## src/rtl/noc_pe_endpoint_pkg.sv

```systemverilog
// Flit geometry and packing helpers shared by the PE endpoint and its bench.
// No logic; field offsets place payload low, dest x above it, dest y on top.
// Not applicable (types and constants only).
package noc_pe_endpoint_pkg;

    localparam int DATA_WIDTH  = 32;
    localparam int X_SIZE      = 2;
    localparam int Y_SIZE      = 2;
    localparam int TOTAL_WIDTH = DATA_WIDTH + X_SIZE + Y_SIZE;
    localparam int PAYLOAD_LSB = 0;
    localparam int X_LSB       = PAYLOAD_LSB + DATA_WIDTH;
    localparam int Y_LSB       = X_LSB + X_SIZE;

    typedef struct packed {
        logic [Y_SIZE-1:0]     y;
        logic [X_SIZE-1:0]     x;
        logic [DATA_WIDTH-1:0] payload;
    } flit_t;

    function automatic flit_t pack_flit(input logic [DATA_WIDTH-1:0] payload,
                                        input logic [X_SIZE-1:0]     x,
                                        input logic [Y_SIZE-1:0]     y);
        flit_t f;
        f.payload = payload;
        f.x       = x;
        f.y       = y;
        return f;
    endfunction

endpackage

```

## src/rtl/noc_sync_fifo.sv

```systemverilog
// Synchronous first-word-fall-through FIFO with valid/ready on both sides.
// Latency: a push at edge N is visible at the head in cycle N+1.
// Backpressure: push_rdy is registered not-full; a same-cycle pop never raises it.
module noc_sync_fifo #(
    parameter int WIDTH = 8,
    parameter int DEPTH = 2
) (
    input  logic             clk,
    input  logic             rst,
    input  logic             push_vld,
    input  logic [WIDTH-1:0] push_dat,
    output logic             push_rdy,
    output logic             pop_vld,
    output logic [WIDTH-1:0] pop_dat,
    input  logic             pop_rdy
);

    localparam int AW = $clog2(DEPTH);
    localparam logic [AW:0] FULL_CNT = (AW + 1)'(DEPTH);

    logic [WIDTH-1:0] mem [DEPTH];
    logic [AW-1:0]    wr_ptr;
    logic [AW-1:0]    rd_ptr;
    logic [AW:0]      count;
    logic [AW:0]      count_nxt;
    logic             push_rdy_q;
    logic             do_push;
    logic             do_pop;

    assign do_push  = push_vld & push_rdy_q;
    assign do_pop   = pop_rdy & pop_vld;
    assign push_rdy = push_rdy_q;
    assign pop_vld  = (count != '0);
    assign pop_dat  = mem[rd_ptr];

    always_comb begin
        count_nxt = count;
        if (do_push && !do_pop) begin
            count_nxt = count + 1'b1;
        end else if (!do_push && do_pop) begin
            count_nxt = count - 1'b1;
        end
    end

    // Ready is held low through the reset cycle and rises one edge later.
    always_ff @(posedge clk) begin
        if (rst) begin
            wr_ptr     <= '0;
            rd_ptr     <= '0;
            count      <= '0;
            push_rdy_q <= 1'b0;
        end else begin
            if (do_push) wr_ptr <= wr_ptr + 1'b1;
            if (do_pop)  rd_ptr <= rd_ptr + 1'b1;
            count      <= count_nxt;
            push_rdy_q <= (count_nxt != FULL_CNT);
        end
    end

    always_ff @(posedge clk) begin
        if (do_push) mem[wr_ptr] <= push_dat;
    end

endmodule

```

## src/rtl/noc_pe_endpoint.sv

```systemverilog
// PE-side mesh endpoint: packs PE requests into flits, filters ejected flits by tile coordinate.
// Latency: one cycle each way (accept at edge N, valid in cycle N+1).
// Backpressure: readies are registered not-full of the TX/RX FIFOs; valids hold until accepted.
module noc_pe_endpoint
    import noc_pe_endpoint_pkg::*;
#(
    parameter int X_COORD  = 0,
    parameter int Y_COORD  = 0,
    parameter int TX_DEPTH = 2,
    parameter int RX_DEPTH = 4
) (
    input  logic                   clk,
    input  logic                   rst,
    input  logic                   i_tx_valid,
    input  logic [DATA_WIDTH-1:0]  i_tx_data,
    input  logic [X_SIZE-1:0]      i_tx_dest_x,
    input  logic [Y_SIZE-1:0]      i_tx_dest_y,
    output logic                   o_tx_ready,
    output logic                   o_noc_valid,
    output logic [TOTAL_WIDTH-1:0] o_noc_data,
    input  logic                   i_noc_ready,
    input  logic                   i_noc_valid,
    input  logic [TOTAL_WIDTH-1:0] i_noc_data,
    output logic                   o_noc_ready,
    output logic                   o_rx_valid,
    output logic [DATA_WIDTH-1:0]  o_rx_data,
    input  logic                   i_rx_ready,
    output logic [15:0]            o_tx_count,
    output logic [15:0]            o_rx_count,
    output logic [7:0]             o_misroute_count
);

    localparam logic [X_SIZE-1:0] OWN_X = X_SIZE'(X_COORD);
    localparam logic [Y_SIZE-1:0] OWN_Y = Y_SIZE'(Y_COORD);

    flit_t tx_flit;
    flit_t rx_flit;
    logic  rx_match;
    logic  rx_accept;
    logic  tx_fire;
    logic  rx_fire;

    assign tx_flit   = pack_flit(i_tx_data, i_tx_dest_x, i_tx_dest_y);
    assign rx_flit   = flit_t'(i_noc_data);
    assign rx_match  = (rx_flit.x == OWN_X) && (rx_flit.y == OWN_Y);
    assign rx_accept = i_noc_valid & o_noc_ready;
    assign tx_fire   = o_noc_valid & i_noc_ready;
    assign rx_fire   = o_rx_valid & i_rx_ready;

    // Own-tile destinations are not short-circuited; the router loops them back.
    noc_sync_fifo #(
        .WIDTH (TOTAL_WIDTH),
        .DEPTH (TX_DEPTH)
    ) u_tx_fifo (
        .clk      (clk),
        .rst      (rst),
        .push_vld (i_tx_valid),
        .push_dat (tx_flit),
        .push_rdy (o_tx_ready),
        .pop_vld  (o_noc_valid),
        .pop_dat  (o_noc_data),
        .pop_rdy  (i_noc_ready)
    );

    // Mismatched flits are still handshaken so they drain from the router.
    noc_sync_fifo #(
        .WIDTH (DATA_WIDTH),
        .DEPTH (RX_DEPTH)
    ) u_rx_fifo (
        .clk      (clk),
        .rst      (rst),
        .push_vld (i_noc_valid & rx_match),
        .push_dat (rx_flit.payload),
        .push_rdy (o_noc_ready),
        .pop_vld  (o_rx_valid),
        .pop_dat  (o_rx_data),
        .pop_rdy  (i_rx_ready)
    );

    always_ff @(posedge clk) begin
        if (rst) begin
            o_tx_count       <= '0;
            o_rx_count       <= '0;
            o_misroute_count <= '0;
        end else begin
            if (tx_fire) o_tx_count <= o_tx_count + 16'd1;
            if (rx_fire) o_rx_count <= o_rx_count + 16'd1;
            if (rx_accept && !rx_match && (o_misroute_count != 8'hFF)) begin
                o_misroute_count <= o_misroute_count + 8'd1;
            end
        end
    end

endmodule

```

## config.mk

```make
export PLATFORM = sky130hd
export DESIGN_NAME = noc_pe_endpoint
export DESIGN_NICKNAME = d
export VERILOG_FILES = /design/src/rtl/noc_pe_endpoint_pkg.sv /design/src/rtl/noc_sync_fifo.sv /design/src/rtl/noc_pe_endpoint.sv
export SDC_FILE = /design/constraint.sdc
export NUM_CORES = 1
export LEC_CHECK = 0
export CORE_MARGIN = 5
export CORE_UTILIZATION = 47
export CTS_CLUSTER_SIZE = 16
export DETAILED_ROUTE_END_ITERATION = 8
export PLACE_DENSITY = 0.76
export SYNTH_ARGS = -nofsm -noshare
export SYNTH_HDL_FRONTEND = slang
export SYNTH_SLANG_ARGS = --single-unit
```

## constraint.sdc

```tcl
create_clock -name clk -period 2.4 [get_ports clk]
set_input_delay 0.48 -clock clk [delete_from_list [all_inputs] [get_ports clk]]
set_output_delay 0.48 -clock clk [all_outputs]
set_load 0.1 [all_outputs]
```

# Word-level counts from Yosys, hierarchy flattened
# Memory sizes are Yosys's and may differ from the RTL's. A register that Yosys moved wholly into a read port is not among the register bits.
# Index checks and enable logic that the tools add are counted.
[classes]
add_sub_neg = 11
eq_ne = 3
n_mux = 12
bitwise = 6
reduce_logical = 16
[ops]
columns = ["cell", "count"]
rows = [
  ["16-bit by 1-bit adder with 16-bit output (second input constant)", 2],
  ["8-bit by 1-bit adder with 8-bit output (second input constant)", 1],
  ["2-bit 2-to-1 mux", 4],
  ["8-bit inequality test (second input constant)", 1],
  ["1-bit logical AND", 7],
  ["2-bit by 1-bit adder with 2-bit output (second input constant)", 3],
  ["1-bit bitwise AND", 6],
  ["1-bit 2-to-1 mux", 6],
  ["3-bit 2-to-1 mux", 2],
  ["1-bit zero test", 5],
  ["2-bit zero test", 2],
  ["3-bit by 1-bit adder with 3-bit output (second input constant)", 1],
  ["3-bit inequality test (second input constant)", 1],
  ["3-bit nonzero test", 1],
  ["3-bit by 1-bit subtractor with 3-bit output (second input constant)", 1],
  ["1-bit adder (second input constant)", 2],
  ["2-bit inequality test (second input constant)", 1],
  ["2-bit nonzero test", 1],
  ["2-bit by 1-bit subtractor with 2-bit output (second input constant)", 1],
]
[totals]
ff_bits = 53
ramBits = 200
elab_cells = 61
memories = 2
[memory_table]
columns = ["memory", "depth", "width", "rd", "rd_ports_with_merged_regs", "wr", "line", "rtl"]
rows = [
  ["u_rx_fifo.mem", 4, 32, 1, 1, 1, "noc_sync_fifo.sv:21", "logic [WIDTH-1:0] mem [DEPTH];"],
  ["u_tx_fifo.mem", 2, 36, 1, 1, 1, "noc_sync_fifo.sv:21", ""],
]

# Depth between registers and ports, before layout
# Gate-level depths: netlist of the first run.
[logic_depth]
word_depth = 9
ltp_mapped = 9
depth_no_buf = 8

# By module
# A second synthesis of the first run with hierarchy kept.
[unflattened]
hier_cells = 576
area_unflattened_um2 = 9849.4
[modules_own_cells]
columns = ["module", "instances", "cells_per_inst", "area_each_um2", "seq_area_each_um2"]
rows = [
  ["noc_sync_fifo (u_rx_fifo)", 1, 222, 5119.9, 4043.9],
  ["noc_sync_fifo (u_tx_fifo)", 1, 143, 2907.8, 2282.2],
  ["noc_pe_endpoint", 1, 211, 1821.7, 800.8],
]

# Least setup slack after synthesis of the first run
# OpenSTA, ideal clock, no wires.
[synth_path]
kind = "register -> register"
from = "register u_tx_fifo.push_rdy_q (netlist: u_tx_fifo.push_rdy)"
to = "memory u_tx_fifo.mem[0][0] (netlist name) (enable)"
arrival_time_ns = 2.796
slack_ns = -0.825
stages_incl_launch_ff = 3
n_path_buf = 0
path_cell_list = "dfxtp_1 -> nand2_1 -> nor2_1"
[synth_between]
elab_chain_cells = 3
[synth_rtl]
columns = ["item", "line", "rtl"]
rows = [
  ["start, declared", "noc_sync_fifo.sv:26", "logic push_rdy_q;"],
  ["start signal, assigned", "noc_sync_fifo.sv:56", "push_rdy_q <= (count_nxt != FULL_CNT);"],
  ["1-bit bitwise AND", "noc_sync_fifo.sv:30", "assign do_push = push_vld & push_rdy_q;"],
  ["1-bit 2-to-1 mux", "noc_sync_fifo.sv:61", "if (do_push) mem[wr_ptr] <= push_dat;"],
  ["1-bit 2-to-1 mux (not written as such)", "noc_sync_fifo.sv:61", ""],
  ["end, declared", "noc_sync_fifo.sv:21", ""],
]
# Every way passes these cells.

==> impl_metrics.yaml, run 1 <==
critical_path:
  path_common_cell: "buf_12"
  max_stage_delay_ns: 0.58
  crit_path_top_delay_cell: "mux4_2"
  critical_path_class: "reg2out"
  cp.required_ns: 1.92
  path_cells: "buf_12 -> mux4_2 -> buf_12"
  critPathCaptureType: "output pin"
  crit_fanout: 16
  critPathArrivalTime_ns: 1.88
  critPathLaunchType: "register"
clock_network:
  postCtsHoldBufs: 0
  clk_latency_ns: 0.53
  clockBufferDepth: 3
  cts_tree: "done"
  clkTransAtPathRegs_ns: 0.06
  htree_levels: 1
  cts_num_sinks: 256
  root_buffer: "clkbuf_16"
  cts_buffers: 26
cells_and_area:
  fin_cells: 1068
  final_cell_mix: "edfxtp_1, buf_12, clkdlybuf4s50_1, dfxtp_1"
  diodes: 0
  nNetsFinal: 869
  multiInputGateArea_um2: 2500
  regArea_um2: 7130
  drive_gt1_share_pct: 30.7
  nFillCells: 1336
  area_growth_pct: 38.2
  mostFrequentLayoutCell: "edfxtp_1"
die:
  row_count: 52
  floorplan.initialDensity_pct: 48.0
  die_y_um: 154
  fp.dieArea_um2: 23800
  fp.dieW_um: 154
  core_area_um2: 20400
  ios: 190
logic_synthesis:
  synth_compound_area_share_pct: 1.55
  synthAdderAreaFrac_pct: 1.41
  synth.area.top_cells: "edfxtp_1, dfxtp_1, mux4_2"
  synth-seq-cells: 256
  synth_xor_area_share_pct: 3.64
  synth_top_family_by_area: "multiplexers"
  avgSynthCellArea_um2: 17.1
  synth_nets: 659
  yosys.area_share.simple_pct: 6.84
  yosys.cell_types.count: 41
  synth_top_area_share_pct: 61.5
  synth.area.mux_share_pct: 12.0
  yosys.area.top_type: "edfxtp_1"
  synth_area_um2: 9770
  yosys_warnings: 0
  netlist_instances: 570
  ys_seq_area_share_pct: 73.0
timing:
  clock_skew_ns: 0.0197
  finalSetupViolations: 0
  hold_viol_final: 0
  fin_crit_ns: 2.36
  final.period_utilization_pct: 98.4
  relSlewSlack_pct: 66.7
  rsz0062_at_grt: "true"
  tns_ns: 0
  layout_setup_ws_ns: 0.0382
  fmax_mhz: 423
  worst_pin_slew_ns: 0.500
  drv_slew: 0
place:
  placed_cells: 1021
  place_ws_ns: 0.0124
  dpl.hpwl_um: 13700
  io_buffer_count: 189
  gp_congestion: 0.817
global_routing:
  grt_pass1_wl_um: 32000
  grt_pass1_vias: 5823
  antenna_found_initial: 0
  grt_overflow: 0
  grt_usage_pct: 16.8
  grt_start_max_net_pins: 40
drt:
  drt_first_pass_iters: 4
  viasPerCell: 5.14
  vias: 5490
  drtAntennaViolNets: 0
  drt_iter0_drc: 261
  drc_errors: 0
  wl_um: 20200
  wire_per_inst_um: 18.9
hold_path:
  hp-class: "in2reg"
power:
  p_leak_nw: 4.73
  ir_drop_v: 0.000855
  power_mw: 15.4
  powerDensity_nw_per_um2: 1140
status:
  status: "finished clean"
run:
  max_cap_viol_count: 0
## cell type report
cell class	instances	area share, %
tap	270	2.50
sequential	256	52.9
timing repair buffer	203	20.0
multi-input combinational	278	18.5
clock inverter	9	0.408
clock buffer	37	5.28
inverter	15	0.417
## report_power, final
part | switching (mW) | leakage (nW) | internal, mW
clock | 1.57 | 0.375 | 2.06
sequential | 0.147 | 2.27 | 5.02
combinational | 4.22 | 2.09 | 2.38
## state kept, by name (all words and copies together) (netlist names), named ones only
name	cells
o_misroute_count	8
o_rx_count	16
o_tx_count	16
u_rx_fifo.count	3
u_rx_fifo.mem	128
u_rx_fifo.push_rdy	1
u_rx_fifo.rd_ptr	2
u_rx_fifo.wr_ptr	2
u_tx_fifo.count	2
u_tx_fifo.mem	72
u_tx_fifo.push_rdy	1
u_tx_fifo.rd_ptr	1
u_tx_fifo.wr_ptr	1
## Yosys cell counts (all sizes together)
master and number:
a311oi 2, nand3 13, ha 11, a21oi 7
xnor2 16, a211oi 2, clkbuf 9, dfxtp 56
nand4 10, and3 4, nor3 7, buf 12
nand2 24, and2 7, o221ai 1, nand2b 1
edfxtp 200, and2b 1, a31o 2, mux2i 5
xor2 22, inv 15, o21ai 8, mux2 36
nor2b 3, or2 2, nor4 4, mux4 32
or3 5, nor2 49, and4 3, xnor3 1
## what timing repair did
action,4_1_cts,5_1_grt
endpoints found under the hold margin,0,0
gates cloned,1,0
resized for setup,2,1
setup buffers,0,0
setup endpoints to repair,32,20
## kinds of logic (layout without fill, tap and decap cells)
| logic type | Yosys count | after routing |
|---|---|---|
| fa+ha+maj | 11 | 11 |
| flops | 256 | 256 |
| buf+inv | 36 | 264 |
| mux | 73 | 73 |
| simple gates | 133 | 133 |
| compound gates | 22 | 22 |
| xor+xnor | 39 | 39 |
## stage by stage
stage / hold WS [ns] / utilization, % / cell area [µm²]
finish: 0.342 / 66.3 / 13500
global route: 0.342 / 66.3 / 13500
CTS: 0.318 / 66.2 / 13500
detailed placement: 0.506 / 62.3 / 12700
global placement: 0.477 / 62.3 / 12700
floorplan: 0.468 / - / 9780
## critical path: cells and delay by family (launching register included)
kind,cells,cell delay [ns]
buf+inv,2,0.39
flops,1,0.40
mux,1,0.58
## metal layers
metal | track usage, % | share of wire (%) | routed length [µm]
met1 | 22.2 | 40 | 8160
met2 | 27.8 | 51 | 10200
met3 | 4.24 | 7.3 | 1470
met4 | 4.25 | 1.7 | 344
met5 | 0 | 0 | 0
## worst paths after layout
kind,startpoint,to,slack [ns],depth (start not counted)
worst max-delay path,register,o_rx_data[19],0.04,3
worst min-delay path,rst,o_misroute_count[6],0.34,2
worst max register to register,u_tx_fifo.count[0],o_tx_count[15],0.42,7
worst min register to register,u_tx_fifo.rd_ptr,register,0.51,2
Power figures use the tool's default switching activity.
==> run 2: changes to the inputs <==
Settings changed: CORE_UTILIZATION 47 to 45, PLACE_DENSITY 0.76 to 0.74.
==> run 2 against run 1 <==
  * Worst hold slack better by 0.052 ns
  * Fmax down 0.67%
  * Clock power up 6.6%
  * Via count up 2.2%
  * Highest routed layer unchanged
  * Sequential power about the same
  * Critical path depth unchanged
  * Critical path type unchanged
  * Utilization down 2.8 points
  * Combinational power up 1%
  * Non-clock buffer count up 8
==> impl_metrics.yaml, run 2 (synthesis results as in run 1) <==
status:
  status: "finished clean"
clock_network:
  cts_num_sinks: 256
  cts_tree: "done"
  clkTransAtPathRegs_ns: 0.06
  postCtsHoldBufs: 0
  clk_latency_ns: 0.52
  htree_levels: 1
  clockBufferDepth: 3
  root_buffer: "clkbuf_16"
  cts_buffers: 26
cells_and_area:
  nNetsFinal: 877
  mostFrequentLayoutCell: "edfxtp_1"
  largest_reg_flops: 128
  final_cell_mix: "edfxtp_1, buf_12, clkdlybuf4s50_1, dfxtp_1, buf_4"
  area_growth_pct: 40.4
  diodes: 0
  regMostFlops: "u_rx_fifo.mem"
  reg.largest.list: "u_rx_fifo.mem x128, u_tx_fifo.mem x72"
  drive_gt1_share_pct: 31.9
timing:
  clock_skew_ns: 0.0113
  worst_pin_slew_ns: 0.503
  fin_crit_ns: 2.38
  hold_viol_final: 0
  drv_slew: 0
  finalSetupViolations: 0
  final.period_utilization_pct: 99.1
  rsz0062_at_grt: "true"
  layout_setup_ws_ns: 0.0222
  fmax_mhz: 421
  relSlewSlack_pct: 66.2
power:
  powerDensity_nw_per_um2: 1150
  ir_drop_v: 0.000778
  seq_power_share_pct: 32.9
  power.internal_mw: 9.75
  power_mw: 15.7
  clockPowerShare_pct: 24.6
  power.share.switching_pct: 38.0
  switching_power_mw: 5.98
  p_leak_nw: 4.83
  combPwrFrac_pct: 42.4
drt:
  viasPerCell: 5.16
  vias: 5610
  drc_errors: 0
  drt_iter0_drc: 215
  wl_um: 21100
  drt_first_pass_iters: 4
  wire_per_inst_um: 19.4
  drtAntennaViolNets: 0
place:
  dpl.hpwl_um: 14600
  place_ws_ns: 0.0587
  gp_congestion: 0.790
  io_buffer_count: 189
die:
  core_area_um2: 21600
  die_y_um: 157
  row_count: 54
  fp.dieArea_um2: 24800
  fp.dieW_um: 157
  ios: 190
  floorplan.initialDensity_pct: 45.2
critical_path:
  critPathCaptureType: "output pin"
  cp.required_ns: 1.92
  crit_fanout: 11
  critPathArrivalTime_ns: 1.90
  critical_path_class: "reg2out"
  critPathLaunchType: "register"
  r2r_start: "u_tx_fifo.count[0]"
run:
  max_cap_viol_count: 0
global_routing:
  grt_overflow: 0
  grt_start_max_net_pins: 37
  grt_pass1_wl_um: 32100
  grt_pass1_vias: 5887
  grt_usage_pct: 16.6
  antenna_found_initial: 0
hold_path:
  hp-class: "in2reg"
  hold_path_startpoint: "rst"
==> run 2: path summary, 6_finish.rpt <==
| kind | slack, ns | end | depth (start not counted) |
|---|---|---|---|
| setup / recovery | 0.02 | o_rx_data[7] | 3 |
| hold / removal | 0.39 | u_rx_fifo.rd_ptr[0] | 2 |
| setup reg to reg | 0.44 | o_tx_count[15] | 7 |
| hold reg to reg | 0.50 | o_rx_count[1] | 2 |
==> run 2: power by group through the flow <==
stage	logic (mW)	registers (mW)	clock network, mW
global placement	6.54	5.25	0
global route	6.89	5.20	4.15
floorplan	4.06	5.50	0
CTS	6.72	5.18	3.96
detailed placement	6.62	5.27	0
finish	6.67	5.18	3.87
==> run 2: metal layers <==
layer	share of wire, %	track usage (%)	vias to the layer above
met4	1.4	3.61	0
li1	-	-	2596
met3	7.3	3.82	25
met5	0	0	-
met1	40	21.6	2804
met2	51	28.6	185
==> run 2: repair_timing <==
| item | CTS | global route |
|---|---|---|
| gates resized for setup | 2 | 1 |
| pin swaps | 0 | 0 |
| cloned | 1 | 0 |
| setup buffers | 1 | 1 |
| endpoints found under the setup margin | 29 | 29 |
==> run 2: worst max-delay path, cell delays in order (launching register included) <==
cell and delay (ns):
dfxtp_4 0.43, buf_12 0.18, mux4_2 0.57, buf_12 0.20
==> run 2: layout make-up <==
class	instances	area (µm²)
inverters	15	56.3
well taps	280	350
clock inverters	6	37.5
repair buffers	211	2830
clock buffers	42	802
multi-input cells	278	2500
flip-flops and latches	256	7130
fillers	1544	7910
==> run 2: per-stage QoR <==
step	util, %	hold slack [ns]	std cells	TNS, ns	cell area, µm²
2_1_floorplan	-	0.468	570	0	9780
3_3_place_gp	59.3	0.477	1037	0	12800
3_5_place_dp	59.3	0.492	1037	0	12800
4_1_cts	63.4	0.374	1087	-0.283	13700
5_1_grt	63.4	0.420	1088	-0.455	13700
6_report	63.4	0.394	1088	0	13700
==> run 3: changes to the inputs <==
Settings changed: CTS_CLUSTER_SIZE 16 to 10, SKIP_CTS_REPAIR_TIMING from default to 1.
==> run 3 against run 2 <==
  * The run now ends with setup timing left
  * Worst hold slack worse by 0.015 ns
  * Count of clock-buffer cells in the layout up 10
  * Combinational power up 0.6%
==> impl_metrics.yaml, run 3 (synthesis results as in run 1) <==
die:
  fp.dieW_um: 157
  ios: 190
  fp.dieArea_um2: 24800
  core_area_um2: 21600
  die_y_um: 157
  row_count: 54
  floorplan.initialDensity_pct: 45.2
cells_and_area:
  largest_reg_flops: 128
  diodes: 0
  final_cell_area_um2: 13700
  final_cell_mix: "edfxtp_1, buf_12, clkdlybuf4s50_1, dfxtp_1, buf_4"
  mostFrequentLayoutCell: "edfxtp_1"
  regArea_um2: 7130
  nNetsFinal: 883
  reg.largest.list: "u_rx_fifo.mem x128, u_tx_fifo.mem x72"
  drive_gt1_share_pct: 31.0
  nFillCells: 1529
  multiInputGateArea_um2: 2500
  fin_util_pct: 63.6
  regMostFlops: "u_rx_fifo.mem"
  area_growth_pct: 40.7
clock_network:
  cts_tree: "done"
  clk_latency_ns: 0.53
  root_buffer: "clkbuf_16"
  cts_buffers: 29
  htree_levels: 1
  clockBufferDepth: 3
  clkTransAtPathRegs_ns: 0.06
  cts_num_sinks: 256
place:
  dpl.hpwl_um: 14600
  gp_congestion: 0.790
  io_buffer_count: 189
  placed_cell_area_um2: 12800
timing:
  relSlewSlack_pct: 66.0
  rsz0062_at_grt: "true"
  clock_skew_ns: 0.00893
  fmax_mhz: 414
  drv_slew: 0
  whs_ns: 0.379
  hold_viol_final: 0
  fin_crit_ns: 2.42
  finalSetupViolations: 16
  layout_setup_ws_ns: -0.0158
  final.period_utilization_pct: 101
  worst_pin_slew_ns: 0.506
global_routing:
  grt_pass1_wl_um: 32000
  antenna_found_initial: 0
  grt_usage_pct: 16.4
  grt_overflow: 0
  grt_pass1_vias: 5843
  grt_start_max_net_pins: 37
critical_path:
  path_delay_family: "multiplexers"
  max_stage_delay_ns: 0.57
  crit_path_top_delay_cell: "mux4_2"
  critical_path_class: "reg2out"
  r2r_slack_ns: 0.45
  critPathCaptureType: "output pin"
  critPathLaunchType: "register"
  path_common_cell: "buf_12"
  crit_fanout: 8
  path_cells: "buf_12 -> mux4_2 -> buf_12"
  path_buf_inv: 2
  cp.required_ns: 1.92
  critPathArrivalTime_ns: 1.94
drt:
  drt_iter0_drc: 310
  wire_per_inst_um: 19.4
  viasPerCell: 5.09
  drtAntennaViolNets: 0
  drt_first_pass_iters: 6
  vias: 5578
  drc_errors: 0
  wl_um: 21200
power:
  seq_power_share_pct: 32.9
  powerDensity_nw_per_um2: 1150
  power.share.switching_pct: 38.1
  power_mw: 15.8
  combPwrFrac_pct: 42.5
  ir_drop_v: 0.000843
  p_leak_nw: 4.83
  clockPowerShare_pct: 24.6
  power.internal_mw: 9.78
  switching_power_mw: 6.02
status:
  status: "complete, but fails checks"
  violations: "setup timing"
run:
  max_cap_viol_count: 0
hold_path:
  hp-class: "in2reg"
run 3: per-stage QoR:
stage	std cells	worst slack (ns)	TNS [ns]
after floorplan	570	0.0768	0
after CTS	1090	-0.145	-3.46
after global placement	1037	0.105	0
after detailed placement	1037	0.0587	0
after global routing	1096	-0.0848	-1.98
final	1096	-0.0158	-0.0736
run 3: final timing paths:
check / from / end / cells after the start
setup reg to reg: u_tx_fifo.count[0] / o_tx_count[15] / 7
hold / removal: rst / o_misroute_count[0] / 2
hold reg to reg: o_rx_count[1] / o_rx_count[1] / 2
setup / recovery: register / o_rx_data[12] / 3
run 3: cell type report:
type	count	area share [%]
clock buffers	52	5.91
well taps	280	2.55
flip-flops and latches	256	51.9
multi-input cells	278	18.2
clock inverters	1	0.146
inverters	15	0.410
repair buffers	214	20.9
run 3: power by group through the flow:
stage	clock [mW]	sequential [mW]	combinational, mW
2_1_floorplan	0	5.50	4.06
3_3_place_gp	0	5.25	6.54
3_5_place_dp	0	5.27	6.62
4_1_cts	3.98	5.18	6.64
5_1_grt	4.21	5.21	6.94
6_report	3.89	5.19	6.71
run 3: routing by layer:
layer  wire length, µm  up-vias  global-route usage, %
li1                  -     2605                      -
met1              8360     2781                   21.8
met2             10800      167                   27.5
met3              1740       25                   4.56
met4               356        0                   3.28
met5                 0        -                      0
